[src/rtl/dmem_arbiter.sv]
// Two-port data-memory arbiter: IDLE/BUSY/DONE, one access per three cycles.
// Define DMEM_ARB_FIXED_PRIO_EN for fixed priority to port 0 instead of round-robin.
module dmem_arbiter #(
  parameter int ADDRESS_LINE = 16
) (
  input  logic                    clock,
  input  logic                    reset,
  input  logic                    p0_req,
  input  logic                    p0_we,
  input  logic [ADDRESS_LINE-1:0] p0_addr,
  input  logic [7:0]              p0_wdata,
  output logic                    p0_gnt,
  output logic                    p0_rvalid,
  input  logic                    p1_req,
  input  logic                    p1_we,
  input  logic [ADDRESS_LINE-1:0] p1_addr,
  input  logic [7:0]              p1_wdata,
  output logic                    p1_gnt,
  output logic                    p1_rvalid,
  output logic [7:0]              rdata,
  output logic [ADDRESS_LINE-1:0] mem_address,
  output logic [7:0]              mem_write_data,
  output logic                    mem_write,
  output logic                    mem_read,
  input  logic [7:0]              mem_read_data
);

  typedef enum logic [1:0] {
    IDLE,
    BUSY,
    DONE
  } state_t;

  state_t state;
  logic   win_id;
  logic   any_req;
  logic   pick;

`ifdef DMEM_ARB_FIXED_PRIO_EN
  always_comb begin
    any_req = p0_req | p1_req;
    pick    = ~p0_req;
  end
`else
  logic last;

  // pick = 1 selects port 1; on a tie the port that lost last time wins
  always_comb begin
    any_req = p0_req | p1_req;
    pick    = (p0_req && p1_req) ? ~last : p1_req;
  end
`endif

  // mem_* registers double as the latched request while BUSY
  always_ff @(posedge clock) begin
    if (reset) begin
      state          <= IDLE;
      win_id         <= 1'b0;
      p0_gnt         <= 1'b0;
      p1_gnt         <= 1'b0;
      p0_rvalid      <= 1'b0;
      p1_rvalid      <= 1'b0;
      rdata          <= 8'h00;
      mem_address    <= '0;
      mem_write_data <= 8'h00;
      mem_write      <= 1'b0;
      mem_read       <= 1'b0;
`ifndef DMEM_ARB_FIXED_PRIO_EN
      last           <= 1'b1;
`endif
    end else begin
      p0_gnt    <= 1'b0;
      p1_gnt    <= 1'b0;
      p0_rvalid <= 1'b0;
      p1_rvalid <= 1'b0;
      case (state)
        IDLE: begin
          if (any_req) begin
            state          <= BUSY;
            win_id         <= pick;
            p0_gnt         <= ~pick;
            p1_gnt         <= pick;
            mem_address    <= pick ? p1_addr : p0_addr;
            mem_write_data <= pick ? p1_wdata : p0_wdata;
            mem_write      <= pick ? p1_we : p0_we;
            mem_read       <= pick ? ~p1_we : ~p0_we;
`ifndef DMEM_ARB_FIXED_PRIO_EN
            last           <= pick;
`endif
          end
        end
        BUSY: begin
          state          <= DONE;
          if (mem_read) rdata <= mem_read_data;
          p0_rvalid      <= ~win_id;
          p1_rvalid      <= win_id;
          mem_address    <= '0;
          mem_write_data <= 8'h00;
          mem_write      <= 1'b0;
          mem_read       <= 1'b0;
        end
        DONE:    state <= IDLE;
        default: state <= IDLE;
      endcase
    end
  end

endmodule

[config.mk]
export PLATFORM = sky130hd
export DESIGN_NAME = dmem_arbiter
export DESIGN_NICKNAME = d
export VERILOG_FILES = /design/src/rtl/dmem_arbiter.sv
export SDC_FILE = /design/constraint.sdc
export NUM_CORES = 1
export LEC_CHECK = 0
export CORE_UTILIZATION = 55
export DETAILED_ROUTE_END_ITERATION = 8
export DONT_BUFFER_PORTS = 1
export PLACE_DENSITY_LB_ADDON = 0.1
export SYNTH_ARGS = -nofsm -noshare
export SYNTH_HDL_FRONTEND = slang
export SYNTH_SLANG_ARGS = --single-unit
[constraint.sdc]
create_clock -name clock -period 1.5 [get_ports clock]
set_input_delay 0.3 -clock clock [delete_from_list [all_inputs] [get_ports clock]]
set_output_delay 0.3 -clock clock [all_outputs]
set_load 0.03 [all_outputs]
==> summary.md <==
| Metric | Value |
|---|---|
| Outcome | `finished, final reports clean` |
| Hold path depth | `1` |
| Worst-path fanout max | `26` |
| Reg area | `841 µm²` |
| Setup TNS | `0 ns` |
| Syn Nets | `between 200 and 250` |
| Peak supply drop | `roughly 610 µV` |
| Endpoints failing setup | `0` |
| Effective utilization at floorplan | `between 50% and 60%` |
| Slew Viols, Final | `0` |
| Global-route wire length before repair | `about 5000 µm` |
| PostCTS Resize Cnt | `0` |
| Final Hold Viols | `0` |
| Core ar. | `around 0.0031 mm²` |
| Unrepaired setup endpoints after global routing | `no` |
| Mapped Area | `roughly 0.0018 mm²` |
| Gr ovfl total | `0` |
| Gate count of the mapped netlist | `roughly 150` |
| Detail Placement HPWL | `2270 µm` |
| Skew final | `~0.0085 ns` |
| Avg WL per Cell | `approximately 16 µm` |
| Sequential area share after synthesis | `approximately 47%` |
| CTS sink cnt | `42` |
| Fillcell total | `between 200 and 300` |
| Via count | `roughly 1100` |
| Antenna viol nets, final | `0` |
| Multi-input logic area | `roughly 850 µm²` |
| Unique masters post-synth | `29` |
| Worst R2R Path Depth | `2` |
| Net Sw Power | `roughly 670 µW` |
| Worst path depth | `2` |
| Period utilization | `between 90% and 100%` |
| Slew margin rel. | `between 60% and 70%` |
| Post-synthesis register bit count | `42` |
| Hold crit path type | `in -> reg` |
| Clock root cell | `clkbuf_4` |
| Critical path's top delay family | `simple AND/OR/NAND/NOR gates` |
| Port-buffer cells | `0` |
| DR vias/cell | `roughly 6` |
| Leak | `around 0.75 nW` |
| Worst Setup End Kind | `flop` |
| Die ar. | `roughly 0.0035 mm²` |
| Post-layout util | `61.8%` |
| Die outline width | `slightly below 60 µm` |
| Minimum clock period | `between 1 and 1.5 ns` |
| Initial antenna violation count | `0` |
| CTS buffer count | `5` |
| GPL Wtd Cong | `approximately 0.84` |
| # hold bufs at CTS | `1` |
| Largest net degree at the start of global routing | `27` |
| Crit-path max cell delay | `between 0.7 and 0.8 ns` |
| Max cap viols | `0` |
| IO Pins | `100` |
| Yosys warns | `0` |
| NumNets Final | `between 200 and 250` |
| Routed WL | `3150 µm` |
| Area Growth Syn to Fin | `5.68%` |
| Worst slew pin tran | `just under 0.5 ns` |
| CTS clk-pin slew, worst paths | `0.11 ns` |
| TritonCTS clock tree | `yes` |
| Mean post-synth cell area | `between 10 and 15 µm²` |
| Initial DRT Pass Iterations | `4` |
| Antenna diode count | `0` |
| Skew-Pair Late Insertion Delay | `0.34 ns` |
| Initial DRC Count | `40` |
| Slowest CP cell | `or4_4` |
| Worst-path cell chain | `or4_4 -> o2bb2ai_1` |
| Comb pwr share | `roughly 12%` |
| Internal power | `around 1.6 mW` |
| DRC errors left | `0` |
| Clk pwr share | `roughly 25%` |
| Vias in the first global route | `1144` |
| Die Height | `between 50 and 60 µm` |
| Row Count | `20` |
| PwrDens | `roughly 1200 mW/mm²` |
| GRT Total Usage | `about a fifth` |
| Switching Share | `30.2%` |
| Crit path DAT | `around 1.7 ns` |
| Post-CTS Setup Inserts | `0` |
| Fmax achieved | `between 700 and 800 MHz` |
| Layout cells sized above 1 | `23.8%` |
| Req. time, crit path | `about 1.8 ns` |
| Total Power | `roughly 2.2 mW` |
| H-tree levels | `2` |
| Worst setup path category | `reg -> reg` |
| Startpoint class of the critical path | `flop` |
| Max Buffers Root-to-Sink | `2` |
| Buffers & Inverters on Critical Path | `0` |
| Sequential share of power | `between 60% and 70%` |
Yosys cell counts, drive strengths merged:
master,n,area [µm²]
o21ba,1,10.0
o21ai,1,5.00
or4,1,11.3
buf,10,90.1
nand3b,2,15.0
a21oi,2,10.0
nor2,12,47.6
and2,1,6.26
inv,2,7.51
clkbuf,2,7.51
and4,1,8.76
nor3,1,5.00
mux2i,32,320
a221o,1,10.0
a31oi,1,6.26
or3,1,6.26
o2bb2ai,24,323
a21boi,1,7.51
o21bai,1,7.51
or3b,1,11.3
nor3b,1,7.51
dfxtp,42,841
nor2b,2,12.5
nand2,2,7.51
sequential cells by signal (all words and copies together), names as in the netlist:
| register | count |
|---|---|
| mem_write | 1 |
| mem_address | 16 |
| p0_gnt | 1 |
| rdata | 8 |
| mem_write_data | 8 |
| mem_read | 1 |
| p1_gnt | 1 |
| last | 1 |
| p1_rvalid | 1 |
| state | 2 |
| win_id | 1 |
| p0_rvalid | 1 |
area by class of cell:
type | instances | share of cell area [%]
clock buffers | 7 | 2.92
clock inverters | 1 | 0.265
inverters | 2 | 0.398
multi-input cells | 89 | 45.1
flip-flops and latches | 42 | 44.6
well taps | 44 | 2.92
repair buffers | 6 | 3.85
power groups by stage:
stage	Combinational, mW	Sequential [mW]	Clock, mW
after floorplan	0.240	1.40	0
after global placement	0.257	1.42	0
after detailed placement	0.267	1.42	0
after CTS	0.274	1.39	0.588
after global routing	0.298	1.40	0.644
final	0.270	1.39	0.560
metrics by stage:
| step | worst slack [ns] | cells | hold WS [ns] | cell area [µm²] |
|---|---|---|---|---|
| after global placement | 0.147 | 182 | 0.373 | 1820 |
| final | 0.0910 | 191 | 0.0517 | 1890 |
| after global routing | 0.00861 | 191 | 0.0147 | 1890 |
| after floorplan | 0.0910 | 145 | 0.369 | 1780 |
| after detailed placement | 0.119 | 182 | 0.376 | 1820 |
| after CTS | 0.0862 | 191 | 0.0249 | 1890 |
routing by layer:
metal  wire [µm]  track usage [%]  share of wire (%)  vias up
met5           0                0                  0        -
met4          24             8.84               0.76        0
met3         248             7.25                7.9        4
met2        1570             33.6                 50       58
met1        1300             21.0                 41      535
li1            -                -                  -      530
cell usage in the layout, fill, tap and decap left out, types with 2 or more instances in the layout:
cell type  count
buf_12         2
nor2b_1        2
nor2_1        11
dfxtp_1       42
a21oi_1        2
mux2i_1       32
nand2_1        2
inv_1          2
o2bb2ai_2     18
clkbuf_4       5
nand3b_1       2
o2bb2ai_1      6
buf_4          3
logic make-up (layout without fill, tap and decap cells):
logic type             after synthesis  in the layout  synth area share [%]
AO/OA/AOI/OAI                       32             32                  21.2
buffers and inverters               14             16                  5.89
flip-flops                          42             42                  47.1
multiplexers                        32             32                  18.0
AND/OR/NAND/NOR                     25             25                  7.78
worst paths after layout:
kind	slack, ns	startpoint	to
worst max-delay path	0.09	state[1]$_SDFFE_PP0P_	mem_write_data[5]$_SDFFE_PP0P_
worst min-delay path	0.05	reset	state[1]$_SDFFE_PP0P_
worst max register to register	0.09	state[1]$_SDFFE_PP0P_	mem_write_data[5]$_SDFFE_PP0P_
worst min register to register	0.44	win_id$_SDFFE_PP0P_	p0_rvalid$_SDFF_PP0_
(Power assumes the default switching activity.)
